[src/rtl/code_mem_loader_pkg.sv]
// Shared constants and types for the code-memory loader and the rest of the processor.
// The loader reads a 2-byte header, then streams big-endian 32-bit words into code memory.
package code_mem_loader_pkg;

    localparam int BYTE_W         = 8;
    localparam int WORD_W         = 32;
    localparam int HDR_BYTES      = 2;
    localparam int BYTES_PER_WORD = 4;
    localparam int BYTE_IDX_W     = $clog2(BYTES_PER_WORD);
    localparam int COUNT_W        = 16;
    localparam int WORD_CNT_W     = 11;

    typedef enum logic [2:0] {
        IDLE,
        HDR_HI,
        HDR_LO,
        LOAD,
        FLUSH,
        DONE,
        ERR
    } loader_state_e;

endpackage

[src/rtl/code_mem_loader_byte_assembler.sv]
// Packs four consecutive bytes, first byte into bits 31:24, into one word.
// word_valid_o fires combinationally alongside the 4th byte so the caller can register the write.
module byte_assembler
    import code_mem_loader_pkg::*;
(
    input  logic                clk,
    input  logic                rst_n,
    input  logic                clear_i,
    input  logic                byte_valid_i,
    input  logic [BYTE_W-1:0]   byte_i,
    output logic                word_valid_o,
    output logic [WORD_W-1:0]   word_o
);

    logic [WORD_W-BYTE_W-1:0] shift_q;
    logic [BYTE_IDX_W-1:0]    idx_q;

    always_comb begin
        word_valid_o = byte_valid_i && (idx_q == BYTE_IDX_W'(BYTES_PER_WORD - 1));
        word_o       = {shift_q, byte_i};
    end

    // The 2-bit index wraps naturally back to 0 after the 4th byte.
    always_ff @(posedge clk or negedge rst_n) begin
        if (!rst_n) begin
            shift_q <= '0;
            idx_q   <= '0;
        end else if (clear_i) begin
            shift_q <= '0;
            idx_q   <= '0;
        end else if (byte_valid_i) begin
            shift_q <= {shift_q[WORD_W-2*BYTE_W-1:0], byte_i};
            idx_q   <= idx_q + BYTE_IDX_W'(1);
        end
    end

endmodule

[src/rtl/code_mem_loader.sv]
// Boot loader: receives a word count and program bytes over a valid/ready stream,
// writes them into code memory and releases the CPU once the program is resident.
module code_mem_loader
    import code_mem_loader_pkg::*;
#(
    parameter int ADDR_W    = 10,
    parameter int MAX_WORDS = 1024
)
(
    input  logic                clk,
    input  logic                rst_n,
    input  logic                start,
    input  logic                in_valid,
    input  logic [BYTE_W-1:0]   in_data,
    output logic                in_ready,
    output logic                mem_we,
    output logic [ADDR_W-1:0]   mem_addr,
    output logic [WORD_W-1:0]   mem_wdata,
    output logic                cpu_run,
    output logic                busy,
    output logic                err
);

    loader_state_e          state_q, state_d;
    logic [BYTE_W-1:0]      countHi_q, countHi_d;
    logic [COUNT_W-1:0]     wordTotal_q, wordTotal_d;
    logic [WORD_CNT_W-1:0]  wordCnt_q, wordCnt_d;
    logic                   memWe_q, memWe_d;
    logic [ADDR_W-1:0]      memAddr_q, memAddr_d;
    logic [WORD_W-1:0]      memWdata_q, memWdata_d;

    logic                   byteFire;
    logic                   startAcc;
    logic                   wordValid;
    logic [WORD_W-1:0]      asmWord;
    logic [COUNT_W-1:0]     headerCount;
    logic                   lastWord;

    assign byteFire    = in_valid & in_ready;
    assign startAcc    = start & ((state_q == IDLE) | (state_q == DONE) | (state_q == ERR));
    assign headerCount = {countHi_q, in_data};
    assign lastWord    = (COUNT_W'(wordCnt_q) + COUNT_W'(1)) == wordTotal_q;

    // A restart from DONE/ERR also flushes any half-assembled word.
    byte_assembler u_byte_assembler (
        .clk          (clk),
        .rst_n        (rst_n),
        .clear_i      (startAcc),
        .byte_valid_i (byteFire && (state_q == LOAD)),
        .byte_i       (in_data),
        .word_valid_o (wordValid),
        .word_o       (asmWord)
    );

    always_ff @(posedge clk or negedge rst_n) begin
        if (!rst_n) state_q <= IDLE;
        else        state_q <= state_d;
    end

    always_comb begin
        state_d = state_q;
        unique case (state_q)
            IDLE, DONE, ERR: if (start) state_d = HDR_HI;
            HDR_HI:          if (byteFire) state_d = HDR_LO;
            HDR_LO: begin
                if (byteFire) begin
                    if (headerCount == '0)                        state_d = DONE;
                    else if (headerCount > COUNT_W'(MAX_WORDS))   state_d = ERR;
                    else                                          state_d = LOAD;
                end
            end
            LOAD:            if (wordValid && lastWord) state_d = FLUSH;
            FLUSH:           state_d = DONE;
            default:         state_d = IDLE;
        endcase
    end

    always_comb begin
        in_ready = 1'b0;
        busy     = 1'b0;
        cpu_run  = 1'b0;
        err      = 1'b0;
        unique case (state_q)
            HDR_HI, HDR_LO, LOAD: begin
                in_ready = 1'b1;
                busy     = 1'b1;
            end
            FLUSH:   busy    = 1'b1;
            DONE:    cpu_run = 1'b1;
            ERR:     err     = 1'b1;
            default: ;
        endcase
    end

    // Address and data only move alongside a write strobe, so they hold between writes.
    always_comb begin
        countHi_d   = countHi_q;
        wordTotal_d = wordTotal_q;
        wordCnt_d   = wordCnt_q;
        memWe_d     = 1'b0;
        memAddr_d   = memAddr_q;
        memWdata_d  = memWdata_q;
        if (startAcc) wordCnt_d = '0;
        if (byteFire && (state_q == HDR_HI)) countHi_d = in_data;
        if (byteFire && (state_q == HDR_LO)) wordTotal_d = headerCount;
        if (wordValid) begin
            memWe_d    = 1'b1;
            memAddr_d  = ADDR_W'(wordCnt_q);
            memWdata_d = asmWord;
            wordCnt_d  = wordCnt_q + WORD_CNT_W'(1);
        end
    end

    always_ff @(posedge clk or negedge rst_n) begin
        if (!rst_n) begin
            countHi_q   <= '0;
            wordTotal_q <= '0;
            wordCnt_q   <= '0;
            memWe_q     <= 1'b0;
            memAddr_q   <= '0;
            memWdata_q  <= '0;
        end else begin
            countHi_q   <= countHi_d;
            wordTotal_q <= wordTotal_d;
            wordCnt_q   <= wordCnt_d;
            memWe_q     <= memWe_d;
            memAddr_q   <= memAddr_d;
            memWdata_q  <= memWdata_d;
        end
    end

    assign mem_we    = memWe_q;
    assign mem_addr  = memAddr_q;
    assign mem_wdata = memWdata_q;

endmodule
[config.mk]
export PLATFORM = sky130hd
export DESIGN_NAME = code_mem_loader
export DESIGN_NICKNAME = d
export VERILOG_FILES = /design/src/rtl/code_mem_loader_pkg.sv /design/src/rtl/code_mem_loader_byte_assembler.sv /design/src/rtl/code_mem_loader.sv
export SDC_FILE = /design/constraint.sdc
export NUM_CORES = 1
export LEC_CHECK = 0
export BUFFER_PORTS_ARGS = -buffer_cell sky130_fd_sc_hd__buf_2
export CORE_ASPECT_RATIO = 0.7
export CORE_MARGIN = 3
export CORE_UTILIZATION = 30
export DETAILED_ROUTE_END_ITERATION = 12
export RECOVER_POWER = 100
export SETUP_SLACK_MARGIN = 0.1
export SYNTH_ARGS = -nofsm -noshare
export SYNTH_HDL_FRONTEND = slang
export SYNTH_SLANG_ARGS = --single-unit
[constraint.sdc]
create_clock -name clk -period 2.25 [get_ports clk]
set_input_delay 0.3375 -clock clk [delete_from_list [all_inputs] [get_ports clk]]
set_output_delay 0.3375 -clock clk [all_outputs]
set_load 0.02 [all_outputs]
==> qor.csv <==
stage,metric,value,unit
status,outcome,completed,
sta,tightest_slew,0.957,ns
synthesis,syn-num-nets,511,
sta,setup-tns-final,0,ns
grt,grt.total_usage,14.1,%
drt,vias,3711,
synthesis,synthDominantCellAreaShare,56.4,%
floorplan,core-area,15100,um^2
drt,routed-wl-met2,4790,um
synthesis,synth_area,4750,um^2
place,hpwl,8300,um
drt,met1_length,5970,um
sta,period_needed,2.04,ns
cts,insertion_delay,0.35,ns
synthesis,ys_types,49,
sta,final.period_utilization,90.6,%
critical_path,cp-end-kind,flop,
place,io_buffer_count,58,
synthesis,yosys_warnings,0,
cts,clkTransAtPathRegs,0.07,ns
floorplan,rows,37,
sta,holdWs,0.270,ns
synthesis,synth_common_cells,"nand2_1 (188), dfrtp_1 (107), a21oi_1 (29)",
cts,clk_path_buf_depth,2,
sta,hold_viol_final,0,
run,cap_violations,0,
sta,fmax,0.491,GHz
synthesis,netlist_instances,497,
sta,clock_skew,0.00710,ns
cts,cts_tree,done,
floorplan,ioPinCount,59,
drt,drt_iter0_markers,366,
grt,antenna_found_initial,0,
synthesis,synth_edf_count,0,
final_layout,antenna_cells,0,
power_and_ir_drop,leakage,2.57,nW
synthesis,synthArstFlopShare,100,%
sta,drv_slew,0,
synthesis,avgSynthCellArea,9.56,um^2
floorplan,die_h,111,um
sta,finalSetupViolCount,0,
sta,rsz0062_at_grt,false,
drt,avgRoutedWirePerCell,15.4,um
synthesis,synth_area_leaders,"dfrtp_1 (56%), nand2_1 (15%), mux2_2 (5.2%), a21oi_1 (3.1%), xnor2_1 (2.6%)",
cts,cts-root-buf,clkbuf_16,
critical_path,cp.required,2.49,ns
final_layout,syn2layout_area_growth,16.9,%
drt,via_per_inst,4.90,
grt,grt_max_degree,57,
power_and_ir_drop,powerDensity,1080,nW/um^2
grt,grt_pass1_vias,3753,
floorplan,dieArea,17400,um^2
drt,wirelength,11700,um
cts,htreeDepth,3,
final_layout,fin_util,36.8,%
synthesis,yosysMostFrequentCell,nand2_1,
grt,grt_overflow,0,
power_and_ir_drop,peakVddDrop,0.399,mV
drt,routed.top_layer,met4,
final_layout,fill_cells,1559,
grt,grt_pass1_wl,19800,um
synthesis,seq_area_frac_synth,56.4,%
synthesis,synth_flop_cell,dfrtp_1,
power_and_ir_drop,power,6.01,mW
floorplan,die_w,156,um
drt,route.detailed.drc,0,
critical_path,cp-start-kind,flop,
cts,cts.sink_count,107,
min_path,worstHoldPathType,in -> reg,
final_layout,fin_nets,571,
drt,routed-wl-met3,769,um
drt,first_pass_iters,6,
floorplan,initial_core_util,31.5,%
drt,final_antenna_net_count,0,
cts,cts_made_buffers,9,
critical_path,cp_data_arrival_time,2.28,ns
synthesis,yosys_register_bits,107,
final_layout,drive_above_1_share,13.7,%
sta,slew_headroom,36.2,%
place,place.gp.congestion,0.809,
synthesis,synth.largest_area_cell,dfrtp_1,
critical_path,crit_path_max_fanout,7,
critical_path,worstSetupPathType,reg -> reg,
-- sequential cells by signal (all words and copies together), names as in the netlist --
signal and flops:
mem_we 1, mem_addr 10, wordCnt_q 11, countHi_q 8, u_byte_assembler.idx_q 2, state_q 3, mem_wdata 32, u_byte_assembler.shift_q 24
wordTotal_q 16
-- worst max-delay path: stages, from the launching register on --
cell	delay (ns)
dfrtp_2	0.44
ha_4	0.19
nand4_2	0.18
or2_1	0.29
a221o_1	0.34
nor2_2	0.17
nor4_4	0.08
o31a_1	0.24
-- per-stage QoR --
stage | area (um^2) | setup slack (ns) | cells
floorplan | 4750 | 0.324 | 497
finish | 5550 | 0.212 | 757
CTS | 5640 | 0.110 | 756
global placement | 5300 | 0.215 | 739
detailed placement | 5300 | 0.0282 | 739
global route | 5550 | 0.114 | 757
-- power breakdown --
group          switching, mW  total (mW)  internal [mW]
registers              0.362        2.72           2.36
logic                  0.956        1.65          0.694
clock network          0.728        1.63          0.905
total                   2.05        6.01           3.96
-- path summary, 6_finish.rpt --
kind / from / endpoint / slack, ns / cells past startpoint
worst min-delay path: in_data[4] / mem_wdata[4] / 0.27 / 3
max in group asynchronous: rst_n / wordTotal_q[3] / 0.46 / 3
worst max register to register: wordCnt_q[0] / state_q[2] / 0.21 / 7
worst max-delay path: wordCnt_q[0] / state_q[2] / 0.21 / 7
min in group asynchronous: rst_n / mem_addr[7] / 0.67 / 2
worst min register to register: mem_wdata[22] / mem_wdata[22] / 0.47 / 2
-- kinds of logic (layout without fill, tap and decap cells) --
group,Yosys count,in the layout,synth area share [%]
flops,107,107,56.4
compound gates,66,66,8.01
fa+ha+maj,2,2,0.527
buf+inv,30,95,2.61
mux,25,25,5.93
simple gates,248,248,23.1
xor+xnor,19,19,3.50
-- cell type report --
type | instances | area [um^2] | share of cell area (%)
Sequential cell | 107 | 2680 | 48.3
Multi-Input combinational cell | 360 | 1960 | 35.3
Timing Repair Buffer | 74 | 335 | 6.04
Tap cell | 195 | 244 | 4.39
Clock buffer | 10 | 239 | 4.30
Clock inverter | 6 | 73.8 | 1.33
Inverter | 5 | 18.8 | 0.338
-- layer usage --
metal  GRT usage (%)  vias up
met1            22.3     1820
met4            3.91        0
met5               0        -
li1                -     1767
met2            18.5      111
met3            3.90       13
-- timing repair --
item,CTS,global route
gates resized for setup,3,3
endpoints found under the hold margin,36,0
pin swaps,0,0
hold buffers,1,0
endpoints found under the setup margin,3,3
buffers inserted,0,1
-- cells in the final DEF, fill, tap and decap left out, types with 6 or more instances in the layout --
master     count
a21oi_1       29
buf_2         10
buf_4          7
clkbuf_1      48
clkbuf_16      9
clkbuf_2       7
dfrtp_1      105
mux2_2        22
nand2_1      188
nand3_1        6
nor2_1        15
o21ai_0       21
o31ai_1        7
xnor2_1       14
(Power assumes the default switching activity.)
